$ cat src/rtl/uart_pkg.sv
// uart_pkg - definitions shared by the UART receive and transmit paths.
//   rx_state_t   : receiver FSM state encoding
//   OS_MID       : oversample count at the middle of the start bit
//   OS_LAST      : oversample count at the middle of each later bit
//   BAUD_DIV_DEF : default clk cycles per 16x oversample tick (50 MHz, 9600 baud)
package uart_pkg;

  typedef enum logic [2:0] {
    ST_IDLE   = 3'd0,
    ST_START  = 3'd1,
    ST_DATA   = 3'd2,
    ST_PARITY = 3'd3,
    ST_STOP   = 3'd4
  } rx_state_t;

  localparam logic [3:0] OS_MID  = 4'd7;
  localparam logic [3:0] OS_LAST = 4'd15;

  localparam int BAUD_DIV_DEF = 326;

endpackage

$ cat src/rtl/uart_baud_tick.sv
// uart_baud_tick - free-running 16x oversample tick generator.
// The transmitter uses this divider as well.
//   clk  : in,  system clock, rising edge
//   rst  : in,  asynchronous active-high reset
//   tick : out, one-clk pulse every BAUD_DIV clks (when the count is BAUD_DIV-1)
module uart_baud_tick
  import uart_pkg::*;
#(
  parameter int BAUD_DIV = BAUD_DIV_DEF
) (
  input  logic clk,
  input  logic rst,
  output logic tick
);

  localparam int CW = (BAUD_DIV > 1) ? $clog2(BAUD_DIV) : 1;
  localparam logic [CW-1:0] CNT_MAX = CW'(BAUD_DIV - 1);

  logic [CW-1:0] cnt;

  always_ff @(posedge clk or posedge rst) begin
    if (rst) begin
      cnt <= '0;
    end else if (cnt == CNT_MAX) begin
      cnt <= '0;
    end else begin
      cnt <= cnt + CW'(1);
    end
  end

  assign tick = (cnt == CNT_MAX);

endmodule

$ cat src/rtl/uart_rx.sv
// uart_rx - UART receive stage. It samples the synchronized serial line at 16x
// the baud rate, deframes start/data/(parity)/stop LSB first, and holds each
// byte for the host with a ready/read handshake and error flags.
//   clk        : in,  system clock, rising edge
//   rst        : in,  asynchronous active-high reset
//   rx_s       : in,  synchronized serial line, idle high
//   rd         : in,  one-cycle strobe; host has consumed rx_data
//   rx_data    : out, last accepted byte (DATA_BITS wide)
//   rx_rdy     : out, holding register contains an unread byte
//   frame_err  : out, stop bit of the accepted byte sampled 0
//   parity_err : out, parity mismatch on the accepted byte
//   overrun    : out, a frame completed while rx_rdy was high and was dropped
// Build option: define UART_RX_PARITY_EN to add a parity bit after the data
// bits. The parity is even when PARITY_ODD is 0 and odd when it is 1. When the
// macro is not defined, parity_err is tied to 0.
//
// state     | meaning
// ----------+--------------------------------------------------------------
// ST_IDLE   | line idle; a low sample on a tick begins a frame
// ST_START  | confirm the start bit at mid-bit (os_cnt = OS_MID)
// ST_DATA   | sample DATA_BITS data bits, one every 16 ticks
// ST_PARITY | sample the parity bit (only with UART_RX_PARITY_EN)
// ST_STOP   | sample the stop bit; accept or discard the byte, then go idle
module uart_rx
  import uart_pkg::*;
#(
  parameter int BAUD_DIV   = BAUD_DIV_DEF,
  parameter int DATA_BITS  = 8,
  parameter int PARITY_ODD = 0
) (
  input  logic                 clk,
  input  logic                 rst,
  input  logic                 rx_s,
  input  logic                 rd,
  output logic [DATA_BITS-1:0] rx_data,
  output logic                 rx_rdy,
  output logic                 frame_err,
  output logic                 parity_err,
  output logic                 overrun
);

  if (DATA_BITS < 5 || DATA_BITS > 8) begin : g_bad_data_bits
    $error("uart_rx: DATA_BITS must be in 5..8");
  end
  if (PARITY_ODD != 0 && PARITY_ODD != 1) begin : g_bad_parity_odd
    $error("uart_rx: PARITY_ODD must be 0 or 1");
  end

  localparam logic [3:0] LAST_BIT = 4'(DATA_BITS - 1);

  logic                 tick;
  rx_state_t            state;
  logic [3:0]           os_cnt;
  logic [3:0]           bit_cnt;
  logic [DATA_BITS-1:0] shreg;

  uart_baud_tick #(.BAUD_DIV(BAUD_DIV)) u_tick (
    .clk  (clk),
    .rst  (rst),
    .tick (tick)
  );

`ifdef UART_RX_PARITY_EN
  logic par_bit;
  logic par_mismatch;
  assign par_mismatch = (^shreg) ^ par_bit ^ (PARITY_ODD != 0);
`else
  assign parity_err = 1'b0;
`endif

  always_ff @(posedge clk or posedge rst) begin
    if (rst) begin
      state     <= ST_IDLE;
      os_cnt    <= '0;
      bit_cnt   <= '0;
      shreg     <= '0;
      rx_data   <= '0;
      rx_rdy    <= 1'b0;
      frame_err <= 1'b0;
      overrun   <= 1'b0;
`ifdef UART_RX_PARITY_EN
      par_bit    <= 1'b0;
      parity_err <= 1'b0;
`endif
    end else begin
      // A host read releases the holding register. If a stop-bit accept
      // happens in the same cycle, the STOP branch below overrides this.
      if (rd && rx_rdy) begin
        rx_rdy  <= 1'b0;
        overrun <= 1'b0;
      end

      if (tick) begin
        case (state)
          ST_IDLE: begin
            if (!rx_s) begin
              state  <= ST_START;
              os_cnt <= '0;
            end
          end

          ST_START: begin
            if (os_cnt == OS_MID) begin
              os_cnt  <= '0;
              bit_cnt <= '0;
              state   <= rx_s ? ST_IDLE : ST_DATA;
            end else begin
              os_cnt <= os_cnt + 4'd1;
            end
          end

          ST_DATA: begin
            if (os_cnt == OS_LAST) begin
              os_cnt  <= '0;
              shreg   <= {rx_s, shreg[DATA_BITS-1:1]};
              bit_cnt <= bit_cnt + 4'd1;
              if (bit_cnt == LAST_BIT) begin
`ifdef UART_RX_PARITY_EN
                state <= ST_PARITY;
`else
                state <= ST_STOP;
`endif
              end
            end else begin
              os_cnt <= os_cnt + 4'd1;
            end
          end

`ifdef UART_RX_PARITY_EN
          ST_PARITY: begin
            if (os_cnt == OS_LAST) begin
              os_cnt  <= '0;
              par_bit <= rx_s;
              state   <= ST_STOP;
            end else begin
              os_cnt <= os_cnt + 4'd1;
            end
          end
`endif

          ST_STOP: begin
            if (os_cnt == OS_LAST) begin
              // Go idle at mid stop bit so that back-to-back frames are caught.
              os_cnt <= '0;
              state  <= ST_IDLE;
              if (!rx_rdy || rd) begin
                rx_data   <= shreg;
                frame_err <= !rx_s;
`ifdef UART_RX_PARITY_EN
                parity_err <= par_mismatch;
`endif
                rx_rdy    <= 1'b1;
                overrun   <= 1'b0;
              end else begin
                overrun <= 1'b1;
              end
            end else begin
              os_cnt <= os_cnt + 4'd1;
            end
          end

          default: begin
            state  <= ST_IDLE;
            os_cnt <= '0;
          end
        endcase
      end
    end
  end

endmodule

$ cat config.mk
export PLATFORM = sky130hd
export DESIGN_NAME = uart_rx
export DESIGN_NICKNAME = d
export VERILOG_FILES = /design/src/rtl/uart_pkg.sv /design/src/rtl/uart_baud_tick.sv /design/src/rtl/uart_rx.sv
export SDC_FILE = /design/constraint.sdc
export NUM_CORES = 1
export LEC_CHECK = 0
export CORE_MARGIN = 10
export CORE_UTILIZATION = 30
export CTS_BUF_LIST = sky130_fd_sc_hd__clkbuf_8
export CTS_CLUSTER_SIZE = 28
export DETAILED_ROUTE_END_ITERATION = 16
export PLACE_DENSITY_LB_ADDON = 0.3
export SLEW_MARGIN = 20
export SYNTH_ARGS = -nofsm -noshare
export SYNTH_HDL_FRONTEND = slang
export SYNTH_SLANG_ARGS = --single-unit
$ cat constraint.sdc
create_clock -name clk -period 2.87 [get_ports clk]
set_clock_uncertainty 0.15 [all_clocks]
set_input_delay 0.287 -clock clk [delete_from_list [all_inputs] [get_ports clk]]
set_output_delay 0.287 -clock clk [all_outputs]
set_load 0.01 [all_outputs]
; Word-level counts from Yosys, hierarchy flattened
; Index checks and enable logic that the tools add are counted.
[word_totals]
regBits = 39
input_bits = 4
[classes]
addsub = 3
n_eq_ne = 12
n_mux = 25
n_reduce_logical = 12
[op_table]
columns = cell, count
row1 = 4-bit 2-to-1 mux, 5
row2 = 3-bit 2-to-1 mux, 5
row3 = 3-bit one-hot mux with 4 select lines, 1
row4 = 4-bit one-hot mux with 3 select lines, 1
row5 = 1-bit 2-to-1 mux, 10
row6 = "2-bit != test, second input constant", 5
row7 = "9-bit by 1-bit adder with 9-bit output, second input constant", 1
row8 = "9-bit equality test, second input constant", 1
row9 = 9-bit 2-to-1 mux, 1
row10 = "4-bit by 1-bit adder with 4-bit output, second input constant", 2
row11 = "4-bit by 3-bit equality test with 1-bit output, second input constant", 2
row12 = 4-bit one-hot mux with 2 select lines, 1
row13 = 4-bit AND reduction, 2
row14 = 6-bit AND reduction, 1
row15 = "4-bit equality test, second input constant", 1
row16 = "3-bit by 1-bit equality test with 1-bit output, second input constant", 1
row17 = "3-bit by 2-bit equality test with 1-bit output, second input constant", 1
row18 = "3-bit equality test, second input constant", 1
row19 = 3-bit zero test, 1
row20 = 3-bit AND reduction, 1
row21 = 1-bit zero test, 2
row22 = 2-bit 2-to-1 mux, 1
row23 = 2-bit AND reduction, 1
row24 = 2-bit nonzero test, 1
row25 = 3 further kinds, 3

; Longest topological paths before layout
[depth]
ltp_word = 6
mapped_depth = 8
depth_no_buf = 6

; Cells and area by module
; From an unflattened synthesis, not the netlist that was laid out.
[unflattened]
cells_unflattened = 167
hier_area_um2 = 1956.9
[by_module_without_submodules]
columns = module, n_inst, cells_per_inst, area_each_um2, seq_area_each_um2
row1 = uart_rx, 1, 126, 1535.2, 750.7
row2 = uart_baud_tick, 1, 41, 421.7, 225.2

; Worst setup path before layout
; OpenSTA, ideal clock, no wires.
[synth_timing]
path_type = flip-flop to flip-flop
start = register u_tick.cnt[1]
end = register rx_data[0]
setup_ps = 125
t_arrival_ps = 1712
required_ps = 2595
slack_ps = 883
stages_incl_launch_ff = 9
n_path_buf = 2
synth_period_minus_slack_ps = 1987
cell_sequence = dfrtp_1 -> inv_1 -> ha_1 -> and4b_1 -> and2_1 -> buf_6 -> and4b_1 -> buf_6 -> mux2_4
[synth_between]
elab_chain_len = 2
[synth_rtl]
columns = item, line
row1 = "start, declared", uart_baud_tick.sv:19  ; logic [CW-1:0] cnt;
row2 = "start signal, assigned", uart_baud_tick.sv:27  ; cnt <= cnt + CW'(1);
row3 = 9-bit equality test, uart_baud_tick.sv:31  ; assign tick = (cnt == CNT_MAX);
row4 = 4-bit AND reduction (no line), --
row5 = "end signal, assigned", uart_rx.sv:147  ; rx_data <= shreg;
row6 = "end, declared", uart_rx.sv:35  ; output logic [DATA_BITS-1:0] rx_data,
; Every way passes these cells.
; A chain may end at the register's enable or synchronous reset.

; Final worst setup path
[layout_timing]
start = register u_tick.cnt[1]
end = register rx_data[6]
; The elaborated chain is that of the path after synthesis.

==> metrics.csv <==
stage,metric,value,unit
run_status,status,"finished, final reports clean",
worst_setup_path,Worst EP required,2.90,ns
logic_synthesis,synthesis-stage register bit count,39,
sta,setup ws final,0.663,ns
global_routing,vias in the first global route,1240,
pwr,Leak Pwr,1.06,nW
final_layout,footprint of the multi-input gates,866,um^2
worst_setup_path,"delay-heaviest family, CP",simple AND/OR/NAND/NOR gates,
placement,Setup WS pre-CTS,0.614,ns
final_layout,Post-Route Utilization,35.7,%
placement,# port buffers,14,
logic_synthesis,fraction of registers with async set/reset,100,%
logic_synthesis,syn_area_per_cell,12.2,um^2
worst_setup_path,CP max FO,8,
worst_setup_path,Worst path max stage delay,0.55,ns
sta,max-slew violation count,0,
logic_synthesis,YS warnings,0,
logic_synthesis,most common cell in the netlist,dfrtp_1,
die,Die H,100,um
detailed_routing,number of DRC markers in iteration 0,41,
die,I/O Pins,16,
global_routing,global-route wire length before repair,5820,um
final_layout,area growth from synthesis to layout,16.7,%
worst_setup_path,kind of critical path,register to register,
clock_network,Root Driver,clkbuf_8,
worst_setup_path,WP buf/inv,1,
logic_synthesis,"area leader, netlist",dfrtp_1,
sta,TNS Setup,0,ns
pwr,Pint,0.908,mW
final_layout,share of layout cells above drive strength 1,19.4,%
placement,DP Area,2120,um^2
logic_synthesis,Netlist cell types,42,
worst_setup_path,critical-path cell list,inv_1 > ha_1 > and4b_1 > and2_1 > and4b_1 > mux2_4,
clock_network,clk slew on worst S/H paths,0.08,ns
worst_setup_path,CP arrival,2.24,ns
clock_network,PostCTS Resize Cnt,0,
die,Die X,100,um
final_layout,# diodes,0,
job,MaxCap Viol Count,0,
detailed_routing,Post-Route WL,3240,um
pwr,Net Sw Frac,18.5,%
clock_network,Sink Count,39,
final_layout,fill count,628,
die,die area,10000,um^2
placement,Final GP Congestion,0.719,
clock_network,CTS tree,done,
pwr,total chip power,1.11,mW
detailed_routing,Vias,1177,
clock_network,postcts setup bufs,0,
worst_setup_path,CP max-delay cell,and4b_1,
logic_synthesis,Post-synth top cells,"39 x dfrtp_1, 15 x mux2_4, 12 x nor2_1",
clock_network,clk buf depth,2,
final_layout,Final Cell Area,2250,um^2
sta,final period utilization,76.9,%
pwr,P_sw,0.206,mW
global_routing,largest net degree at the start of global routing,40,
sta,worst slew pin tran,0.563,ns
global_routing,grt ovf,0,
sta,Rel. slew slack,62.3,%
detailed_routing,vias per inst,4.67,
sta,Hold Fails Final Rpt,0,
detailed_routing,TritonRoute pass-1 iters,4,
pwr,combinational power share,2.3,%
global_routing,gr usage total,7.11,%
logic_synthesis,Yosys top cell area share,50.6,%
global_routing,initial antenna violation count,0,
detailed_routing,DRC viols,0,
detailed_routing,Routed Antenna Nets,0,
worst_hold_path,worst hold-check path type,primary input to async pin,
placement,placed cell count,244,
sta,fmax,453,MHz
pwr,PwrDens,495,nW/um^2
die,Core ar.,6310,um^2
sta,Final min period,2.21,ns
logic_synthesis,most area-consuming cells after synthesis,"dfrtp_1 51%, mux2_4 12%, xor2_1 2.7%, ha_1 2.6%, buf_6 2.3%",
logic_synthesis,Post-Synthesis Cells,158,
final_layout,FF/Latch Area,976,um^2
pwr,Clock power frac,48.1,%
logic_synthesis,"Seq/Total Area, Yosys",50.6,%
clock_network,H-Tree Depth,2,
worst_setup_path,Critical Path End Type,register,
die,Initial Utilization,30.6,%
logic_synthesis,Post-synth EDFFs,0,
placement,DP HPWL,2290,um
logic_synthesis,Syn Nets,166,
sta,Min Hold Slack,0.270,ns
worst_setup_path,most frequent CP cell,and4b_1,
pwr,peak supply drop,0.000276,V
sta,RSZ-0062 raised after global routing,false,
worst_setup_path,crit start category,register,
sta,final setup violation count,0,
final_layout,nets@finish,182,
clock_network,CTS hold repair buffers,0,
detailed_routing,WL/cell,12.8,um
clock_network,Clock Latency Late Sink,0.29,ns
clock_network,clock buffer count from CTS,5,
logic_synthesis,"Primary FF master, synth",dfrtp_1,
pwr,sequential group share of total power,49.6,%
die,FP Rows,29,
final_layout,"non-filler cells, final",252,
logic_synthesis,synthesized cell area,1930,um^2
-- sequential cells by signal, indices dropped and copies added, names as in the netlist --
| signal | flops |
|---|---|
| bit_cnt | 4 |
| frame_err | 1 |
| os_cnt | 4 |
| overrun | 1 |
| rx_data | 8 |
| rx_rdy | 1 |
| shreg | 8 |
| state | 3 |
| u_tick.cnt | 9 |
-- power groups by stage --
stage	registers (mW)	clock network, mW	logic [mW]
2_1_floorplan	0.565	0	0.0130
3_3_place_gp	0.564	0	0.0272
3_5_place_dp	0.564	0	0.0269
4_1_cts	0.553	0.553	0.0270
5_1_grt	0.553	0.581	0.0296
6_report	0.553	0.535	0.0256
-- worst paths after layout --
path	start	end	slack [ns]	cells past startpoint
setup reg to reg	u_tick.cnt[1]	rx_data[6]	0.66	6
setup / recovery	u_tick.cnt[1]	rx_data[6]	0.66	6
min in group clk	rx_rdy	overrun	0.35	1
max in group asynchronous	rst	u_tick.cnt[7]	1.96	3
hold / removal	rst	rx_data[0]	0.27	3
hold reg to reg	rx_rdy	overrun	0.35	1
-- layout by cell type (no fill, tap or decap), types with 2 or more instances in the layout --
cell type / Yosys / layout
dfrtp_1: 39 / 39
mux2_4: 15 / 15
clkdlybuf4s50_1: 0 / 14
nor2_1: 12 / 12
nand2_1: 8 / 8
o21ai_0: 7 / 7
xor2_1: 6 / 6
inv_1: 6 / 6
nand3_1: 5 / 5
clkbuf_8: 0 / 5
a21oi_1: 4 / 4
ha_1: 4 / 4
nor2b_1: 3 / 3
and3_1: 3 / 3
mux2_2: 3 / 3
o31ai_1: 3 / 3
and4b_1: 2 / 2
nor3_1: 2 / 2
a211oi_1: 2 / 2
nor3b_1: 2 / 2
xnor2_1: 2 / 2
nand4_1: 2 / 2
nand2b_1: 2 / 2
and3b_1: 2 / 2
bufinv_16: 0 / 2
buf_4: 2 / 2
-- worst min-delay path, stage by stage --
cell             delay, ns
clkdlybuf4s50_1       0.40
inv_1                 0.05
buf_4                 0.41
-- per-layer routing --
metal	track usage, %	vias up	routed length [um]	share of wire [%]
met1	8.86	565	1580	49
met2	10.3	26	1370	42
met5	0	-	0	0
met4	3.91	0	70	2.2
li1	-	582	-	-
met3	2.68	4	217	6.7
-- area by class of cell --
| class | instances | area share [%] |
|---|---|---|
| flip-flops and latches | 39 | 43.3 |
| multi-input cells | 106 | 38.4 |
| repair buffers | 16 | 6.89 |
| well taps | 77 | 4.28 |
| clock buffers | 5 | 3.06 |
| clock inverters | 3 | 3.00 |
| inverters | 6 | 1.00 |
-- kinds of logic after synthesis --
family	Yosys count	share of synthesized area (%)
AND/OR/NAND/NOR	52	17.0
flip-flops	39	50.6
AO/OA/AOI/OAI	21	6.94
multiplexers	20	14.5
buffers and inverters	13	4.54
XOR/XNOR	8	3.63
adder cells (fa/ha/maj)	4	2.59
other	1	0.194
Note: power is estimated with default switching activity, not from simulation.
